### src/rtl/branch_ctrl_if.sv
// Issue and fetch-redirect bundle between the EX stage and branch_ctrl.
// The slave side belongs to branch_ctrl; the master side drives it.
interface branch_ctrl_if;
    logic        i_valid;
    logic        o_ready;
    logic [31:0] i_pc;
    logic [31:0] i_imm;
    logic [31:0] i_r1;
    logic [31:0] i_r2;
    logic [2:0]  i_func3;
    logic        i_is_jal;
    logic        i_is_jalr;
    logic        i_pred_taken;
    logic        o_redirect_valid;
    logic [31:0] o_redirect_pc;
    logic        i_redirect_ready;

    modport slave (
        input  i_valid,
        output o_ready,
        input  i_pc,
        input  i_imm,
        input  i_r1,
        input  i_r2,
        input  i_func3,
        input  i_is_jal,
        input  i_is_jalr,
        input  i_pred_taken,
        output o_redirect_valid,
        output o_redirect_pc,
        input  i_redirect_ready
    );

    modport master (
        output i_valid,
        input  o_ready,
        output i_pc,
        output i_imm,
        output i_r1,
        output i_r2,
        output i_func3,
        output i_is_jal,
        output i_is_jalr,
        output i_pred_taken,
        input  o_redirect_valid,
        input  o_redirect_pc,
        output i_redirect_ready
    );
endinterface

### src/rtl/branch_ctrl.sv
// EX-stage branch resolution, fetch redirect/flush sequencing, mispredict count.
// Optional BRANCH_PREDICT_EN adds a 16-entry 2-bit predictor table.
module branch_ctrl #(
    parameter int unsigned FLUSH_CYCLES = 2
) (
    input  logic         i_clk,
    input  logic         i_rst_n,
    branch_ctrl_if.slave bus,
    input  logic [31:0]  i_fetch_pc,
    output logic         o_flush,
    output logic         o_misalign,
    output logic         o_pred_taken,
    output logic [15:0]  o_mispredict_cnt
);

    typedef enum logic [1:0] {
        IDLE,
        RESOLVE,
        REDIRECT,
        FLUSH
    } state_t;

    localparam logic [3:0] FLUSH_LOAD = 4'(FLUSH_CYCLES);

    state_t      state_q;
    state_t      state_d;

    logic [31:0] pc_q;
    logic [31:0] imm_q;
    logic [31:0] r1_q;
    logic [31:0] r2_q;
    logic [2:0]  func3_q;
    logic        jal_q;
    logic        jalr_q;
    logic        pred_q;

    logic [31:0] redirect_pc_q;
    logic [3:0]  flush_cnt_q;
    logic [15:0] mispredict_cnt;

    logic        accept;
    logic        in_resolve;
    logic        handshake;
    logic        taken;
    logic        misalign;
    logic        mispredict;
    logic        go_redirect;
    logic [31:0] seq_pc;
    logic [31:0] br_target;
    logic [31:0] jalr_sum;
    logic [31:0] target;
    logic        unused_fetch;

    assign accept     = bus.i_valid && (state_q == IDLE);
    assign in_resolve = (state_q == RESOLVE);
    assign handshake  = (state_q == REDIRECT) && bus.i_redirect_ready;

    always_ff @(posedge i_clk or negedge i_rst_n) begin
        if (!i_rst_n) begin
            pc_q    <= '0;
            imm_q   <= '0;
            r1_q    <= '0;
            r2_q    <= '0;
            func3_q <= '0;
            jal_q   <= 1'b0;
            jalr_q  <= 1'b0;
            pred_q  <= 1'b0;
        end else if (accept) begin
            pc_q    <= bus.i_pc;
            imm_q   <= bus.i_imm;
            r1_q    <= bus.i_r1;
            r2_q    <= bus.i_r2;
            func3_q <= bus.i_func3;
            jal_q   <= bus.i_is_jal;
            jalr_q  <= bus.i_is_jalr;
            pred_q  <= bus.i_pred_taken;
        end
    end

    always_comb begin
        taken = 1'b0;
        if (jal_q || jalr_q) begin
            taken = 1'b1;
        end else begin
            case (func3_q)
                3'b000:  taken = (r1_q == r2_q);
                3'b001:  taken = (r1_q != r2_q);
                3'b100:  taken = ($signed(r1_q) < $signed(r2_q));
                3'b101:  taken = ($signed(r1_q) >= $signed(r2_q));
                3'b110:  taken = (r1_q < r2_q);
                3'b111:  taken = (r1_q >= r2_q);
                default: taken = 1'b0;
            endcase
        end
    end

    assign seq_pc    = pc_q + 32'd4;
    assign br_target = pc_q + imm_q;
    assign jalr_sum  = r1_q + imm_q;
    assign target    = jalr_q ? {jalr_sum[31:1], 1'b0} : br_target;

    assign misalign    = taken && (target[1:0] != 2'b00);
    assign mispredict  = (taken != pred_q) || (jalr_q && taken);
    assign go_redirect = in_resolve && !misalign && mispredict;

    always_comb begin
        state_d = state_q;
        unique case (state_q)
            IDLE: begin
                if (bus.i_valid) state_d = RESOLVE;
            end
            RESOLVE: begin
                if (go_redirect) state_d = REDIRECT;
                else             state_d = IDLE;
            end
            REDIRECT: begin
                if (bus.i_redirect_ready) state_d = FLUSH;
            end
            FLUSH: begin
                if (flush_cnt_q <= 4'd1) state_d = IDLE;
            end
        endcase
    end

    always_ff @(posedge i_clk or negedge i_rst_n) begin
        if (!i_rst_n) state_q <= IDLE;
        else          state_q <= state_d;
    end

    // Target is captured once so it stays stable while fetch stalls.
    always_ff @(posedge i_clk or negedge i_rst_n) begin
        if (!i_rst_n) begin
            redirect_pc_q <= '0;
        end else if (go_redirect) begin
            redirect_pc_q <= taken ? target : seq_pc;
        end
    end

    always_ff @(posedge i_clk or negedge i_rst_n) begin
        if (!i_rst_n) begin
            flush_cnt_q <= '0;
        end else if (handshake) begin
            flush_cnt_q <= FLUSH_LOAD;
        end else if ((state_q == FLUSH) && (flush_cnt_q != 4'd0)) begin
            flush_cnt_q <= flush_cnt_q - 4'd1;
        end
    end

    always_ff @(posedge i_clk or negedge i_rst_n) begin
        if (!i_rst_n) begin
            mispredict_cnt <= '0;
        end else if (go_redirect && (mispredict_cnt != 16'hFFFF)) begin
            mispredict_cnt <= mispredict_cnt + 16'd1;
        end
    end

    assign bus.o_ready          = (state_q == IDLE);
    assign bus.o_redirect_valid = (state_q == REDIRECT);
    assign bus.o_redirect_pc    = redirect_pc_q;
    assign o_flush              = (state_q == FLUSH);
    assign o_misalign           = in_resolve && misalign;
    assign o_mispredict_cnt     = mispredict_cnt;

    assign unused_fetch = ^i_fetch_pc;

`ifdef BRANCH_PREDICT_EN
    logic [1:0] bht_q [16];
    logic [3:0] upd_idx;
    logic       bht_upd;

    assign upd_idx = pc_q[5:2];
    assign bht_upd = in_resolve && !jal_q && !jalr_q && !misalign;

    always_ff @(posedge i_clk or negedge i_rst_n) begin
        if (!i_rst_n) begin
            for (int i = 0; i < 16; i++) bht_q[i] <= 2'b01;
        end else if (bht_upd) begin
            if (taken && (bht_q[upd_idx] != 2'b11))
                bht_q[upd_idx] <= bht_q[upd_idx] + 2'b01;
            else if (!taken && (bht_q[upd_idx] != 2'b00))
                bht_q[upd_idx] <= bht_q[upd_idx] - 2'b01;
        end
    end

    assign o_pred_taken = bht_q[i_fetch_pc[5:2]][1];
`else
    assign o_pred_taken = 1'b0;
`endif

endmodule
### src/flat_wrapper.sv
// flat-port wrapper written by rule: the top's interface ports become plain ports
module branch_ctrl_flat 
#(
    parameter int unsigned FLUSH_CYCLES = 2
)
  (i_clk, i_rst_n, i_fetch_pc, o_flush, o_misalign, o_pred_taken, o_mispredict_cnt, bus_i_valid, bus_o_ready, bus_i_pc, bus_i_imm, bus_i_r1, bus_i_r2, bus_i_func3, bus_i_is_jal, bus_i_is_jalr, bus_i_pred_taken, bus_o_redirect_valid, bus_o_redirect_pc, bus_i_redirect_ready);
  branch_ctrl_if bus_i ();
  input  logic i_clk;
  input  logic i_rst_n;
  input  logic [31:0] i_fetch_pc;
  output logic o_flush;
  output logic o_misalign;
  output logic o_pred_taken;
  output logic [15:0] o_mispredict_cnt;
  input wire logic [$bits(bus_i.i_valid)-1:0] bus_i_valid;
  output wire logic [$bits(bus_i.o_ready)-1:0] bus_o_ready;
  input wire logic [$bits(bus_i.i_pc)-1:0] bus_i_pc;
  input wire logic [$bits(bus_i.i_imm)-1:0] bus_i_imm;
  input wire logic [$bits(bus_i.i_r1)-1:0] bus_i_r1;
  input wire logic [$bits(bus_i.i_r2)-1:0] bus_i_r2;
  input wire logic [$bits(bus_i.i_func3)-1:0] bus_i_func3;
  input wire logic [$bits(bus_i.i_is_jal)-1:0] bus_i_is_jal;
  input wire logic [$bits(bus_i.i_is_jalr)-1:0] bus_i_is_jalr;
  input wire logic [$bits(bus_i.i_pred_taken)-1:0] bus_i_pred_taken;
  output wire logic [$bits(bus_i.o_redirect_valid)-1:0] bus_o_redirect_valid;
  output wire logic [$bits(bus_i.o_redirect_pc)-1:0] bus_o_redirect_pc;
  input wire logic [$bits(bus_i.i_redirect_ready)-1:0] bus_i_redirect_ready;
  assign bus_i.i_valid = bus_i_valid;
  assign bus_o_ready = bus_i.o_ready;
  assign bus_i.i_pc = bus_i_pc;
  assign bus_i.i_imm = bus_i_imm;
  assign bus_i.i_r1 = bus_i_r1;
  assign bus_i.i_r2 = bus_i_r2;
  assign bus_i.i_func3 = bus_i_func3;
  assign bus_i.i_is_jal = bus_i_is_jal;
  assign bus_i.i_is_jalr = bus_i_is_jalr;
  assign bus_i.i_pred_taken = bus_i_pred_taken;
  assign bus_o_redirect_valid = bus_i.o_redirect_valid;
  assign bus_o_redirect_pc = bus_i.o_redirect_pc;
  assign bus_i.i_redirect_ready = bus_i_redirect_ready;
  branch_ctrl #(.FLUSH_CYCLES(FLUSH_CYCLES)) u_core (.i_clk(i_clk), .i_rst_n(i_rst_n), .bus(bus_i), .i_fetch_pc(i_fetch_pc), .o_flush(o_flush), .o_misalign(o_misalign), .o_pred_taken(o_pred_taken), .o_mispredict_cnt(o_mispredict_cnt));
endmodule
### config.mk
export PLATFORM = sky130hd
export DESIGN_NAME = branch_ctrl_flat
export DESIGN_NICKNAME = d
export VERILOG_FILES = /design/src/rtl/branch_ctrl_if.sv /design/src/rtl/branch_ctrl.sv /design/src/flat_wrapper.sv
export SDC_FILE = /design/constraint.sdc
export NUM_CORES = 1
export LEC_CHECK = 0
export CORE_MARGIN = 10
export CORE_UTILIZATION = 35
export CTS_CLUSTER_DIAMETER = 80
export DETAILED_ROUTE_END_ITERATION = 8
export PLACE_DENSITY_LB_ADDON = 0.12
export SKIP_CTS_REPAIR_TIMING = 1
export SYNTH_ARGS = -nofsm -noshare
export SYNTH_HDL_FRONTEND = slang
export SYNTH_SLANG_ARGS = --single-unit
### constraint.sdc
create_clock -name i_clk -period 5.65 [get_ports i_clk]
set_input_delay 0.8475 -clock i_clk [delete_from_list [all_inputs] [get_ports i_clk]]
set_output_delay 0.8475 -clock i_clk [all_outputs]
set_load 0.03 [all_outputs]
==> summary.md <==
| Metric | Value |
|---|---|
| Status | finished, final reports clean |
| Top Ports | 223 |
| First-pass GRT wire length | about 55000 um |
| P_leak | roughly 6.5 nW |
| Max Fanout on Critical Path | 4 |
| Crit path cell chain | ha_1 > nand4_2 > nor4_2 > nand3_1 > nand2_1 > a211oi_1 > nor4_1 > a211o_1 > nand2_1 > nor2_1 > a21oi_1 > nor2_1 > clkdlybuf4s50_1 |
| Antenna Nets Post-Route | 0 |
| Die Y | between 200 and 250 um |
| Max clock buf depth | 2 |
| Largest net degree at the start of global routing | 126 |
| Syn avg cell area | around 9.6 um2 |
| Combinational power share | a little under two thirds |
| Actual transition at the worst max-transition pin | 0.9457 ns |
| I/O Buffers | ~190 |
| Vias post-DR | between 9000 and 10000 |
| Initial Utilization | 35.73% |
| Overall Global Routing Usage | 16.89% |
| CTS tree | built |
| Worst path slowest cell | clkdlybuf4s50_1 |
| Synthesized instance count | 1261 |
| HPWL Detailed | 27290 um |
| Clock group share of total power | between 10% and 20% |
| Clock-pin slew on the worst setup and hold paths | ~0.08 ns |
| Horiz. Die Dim | roughly 210 um |
| Distinct cells, synth | 67 |
| Synth Warn # | 0 |
| Internal power | 5.651 mW |
| Net Count, Synth | approximately 1500 |
| Clk_lat worst skew | 0.46 ns |
| Area contributors post-synth | dfrtp_1 (39%), ha_1 (10%), mux2_2 (9.6%) |
| Fmax | 0.2033 GHz |
| RSZ-0062 raised after global routing | false |
| Die ar. | 42310 um2 |
| WP buf/inv | 1 |
| PD cells | around 720 nW/um2 |
| Clock Skew | ~0.015 ns |
| DRC | 0 |
| Relative slew margins | around 37% |
| Post-synth top area cell | dfrtp_1 |
| Main flop type after synthesis | dfrtp_1 |
| Clk root buf | clkbuf_16 |
| Max rail drop VDD | about 0.29 mV |
| Initial antenna violation count | 0 |
| CTS Sinks | ~190 |
| DRT iter0 DRCs | just under 600 |
| Final Instance Area | 15050 um2 |
| HP Class | input port to async pin |
| Max-slew violation count | 0 |
| Final RePlAce weighted congestion | between 0.9 and 1 |
| P&R area growth vs syn | 24.67% |
| Async set-reset flop share out of synthesis | between 90% and 100% |
| FF+latch count, synth | 188 |
| Yosys top cell area share | roughly 40% |
| Post-synth design cell area | roughly 12000 um2 |
| Fin nets | roughly 1700 |
| Number of synthesized flops with an enable pin | 0 |
| Kind of critical path | flop to primary output |
| Post-DP Area | 14450 um2 |
| Core Area | roughly 34000 um2 |
| Vias per cell | around 5.2 |
| Setup TNS | 0 ns |
| Psw | 5.256 mW |
| Pre-antenna DRT Iters | 5 |
| CP peak stage delay | approximately 0.69 ns |
| Antenna Cells | 0 |
| Part of the power in registers | 24.6% |
| Max Cap Violations | 0 |
| Share of cells above drive strength 1 | a little over a tenth |
| Min Tclk post-route | 4.918 ns |
| Type of origin of the critical path | flop |
| Kind of cell adding the most delay to the critical path | simple AND/OR/NAND/NOR gates |
| Routed Wire Length | approximately 35000 um |
| Most common library cells after synthesis | dfrtp_1 (188), nand2_1 (138), o21ai_0 (104) |
| Final worst-path cycle share | between 80% and 90% |
| WP data arrival | about 4 ns |
| Req. time, crit path | about 4.8 ns |
| Worst setup EP type | primary output |
| Count leader, synth | dfrtp_1 |
| Rows | between 60 and 70 |
| Sequential share of the synthesized area | about two fifths |
| Final hold violation count | 0 |
| Cts bufs inserted | 17 |
| H-tree depth | 4 |
| Final setup fails | 0 |
| Wire length per cell | roughly 19 um |
| Vias in the first global route | approximately 10000 |
| Global route overflow | 0 |
| Sw Ratio | between 40% and 50% |
flip-flops by register name, summed over array words and instances, names as in the netlist, named ones only:
name and flops:
u_core.bus.o_redirect_pc 32, u_core.flush_cnt_q 4, u_core.func3_q 3, u_core.imm_q 32, u_core.jal_q 1, u_core.jalr_q 1
u_core.o_mispredict_cnt 16, u_core.pc_q 32, u_core.pred_q 1, u_core.r1_q 32, u_core.r2_q 32, u_core.state_q 1
cell usage in the layout (no fill, tap or decap), types with 3 or more instances in the layout:
cell type        Yosys  routed
o21bai_1             9       9
a41o_1               3       3
buf_12               0       3
a31oi_1             13      13
nor2b_1              9       9
clkdlybuf4s50_1      0     188
a21o_1              29      29
dfrtp_1            188     188
a221o_1              4       4
o21a_1               6       6
a211o_1              3       3
o21ai_0            104     104
nor2_1              63      63
o211ai_1            11      11
buf_4                2       6
a21oi_1             84      84
nand2_1            138     138
nor4_2               3       3
o31ai_1              5       5
and3_1              15      15
and2_1               9       8
and4_1               5       5
ha_1                97      97
nor4_1              14      14
clkbuf_16            0      17
a211oi_1            22      22
nand2b_1             8       8
nor3_1              20      20
xnor2_1             50      50
nand4_1             17      17
inv_1               57      57
mux2_2             103     103
o31a_1               3       3
nand3_1             34      34
xor2_1              49      49
inv_8                0       6
mux2i_1              3       3
layer usage:
layer,up-vias,share of wire [%],global-route usage (%)
met4,0,1.2,4.227
met3,19,4.8,3.004
met1,4674,50,24.29
met5,-,0,0
met2,216,44,25.54
li1,4912,-,-
cell type report:
type | count | area (um2)
multi-input cells | 972 | 6962
well taps | 448 | 560.5
fillers | 3313 | 18740
repair buffers | 198 | 2001
inverters | 58 | 217.7
clock inverters | 15 | 177.7
flip-flops and latches | 188 | 4705
clock buffers | 17 | 425.4
path summary, 6_finish.rpt:
path | cells after the start | from | end | slack [ns]
hold reg to reg | 2 | u_core.bus.o_redirect_pc[30] | u_core.bus.o_redirect_pc[30] | 0.48
min in group i_clk | 2 | u_core.bus.o_redirect_pc[30] | u_core.bus.o_redirect_pc[30] | 0.48
max in group asynchronous | 2 | i_rst_n | u_core.pc_q[14] | 4.13
setup reg to reg | 11 | u_core.r1_q[31] | u_core.bus.o_redirect_pc[2] | 1.52
setup / recovery | 13 | u_core.r1_q[31] | o_misalign | 0.73
hold / removal | 1 | i_rst_n | u_core.pc_q[3] | 0.38
metrics by stage:
step | worst slack (ns) | power, mW | util (%) | hold WS (ns) | instances
finish | 0.7318 | 10.91 | 44.54 | 0.3799 | 1896
global route | 0.4732 | 11.92 | 44.54 | 0.4053 | 1896
CTS | 0.6367 | 10.94 | 44.54 | 0.3831 | 1896
detailed placement | 1.132 | 9.620 | 42.76 | 0.4707 | 1864
global placement | 1.154 | 9.551 | 42.76 | 0.4618 | 1864
floorplan | 2.016 | 7.612 | - | 0.4819 | 1261
power groups by stage:
| stage | registers [mW] | clock network [mW] | logic [mW] |
|---|---|---|---|
| 2_1_floorplan | 2.65 | 0 | 4.96 |
| 3_3_place_gp | 2.69 | 0 | 6.86 |
| 3_5_place_dp | 2.71 | 0 | 6.91 |
| 4_1_cts | 2.69 | 1.30 | 6.96 |
| 5_1_grt | 2.79 | 1.35 | 7.78 |
| 6_report | 2.68 | 1.26 | 6.96 |
cell families after synthesis:
family,after synthesis,share of synthesized area (%)
fa+ha+maj,99,10.39
simple gates,344,13.51
other cells,1,0.03107
flops,188,38.98
buf+inv,101,3.369
mux,106,9.858
xor+xnor,99,7.184
compound gates,323,16.69
Power figures use the tool's default switching activity.
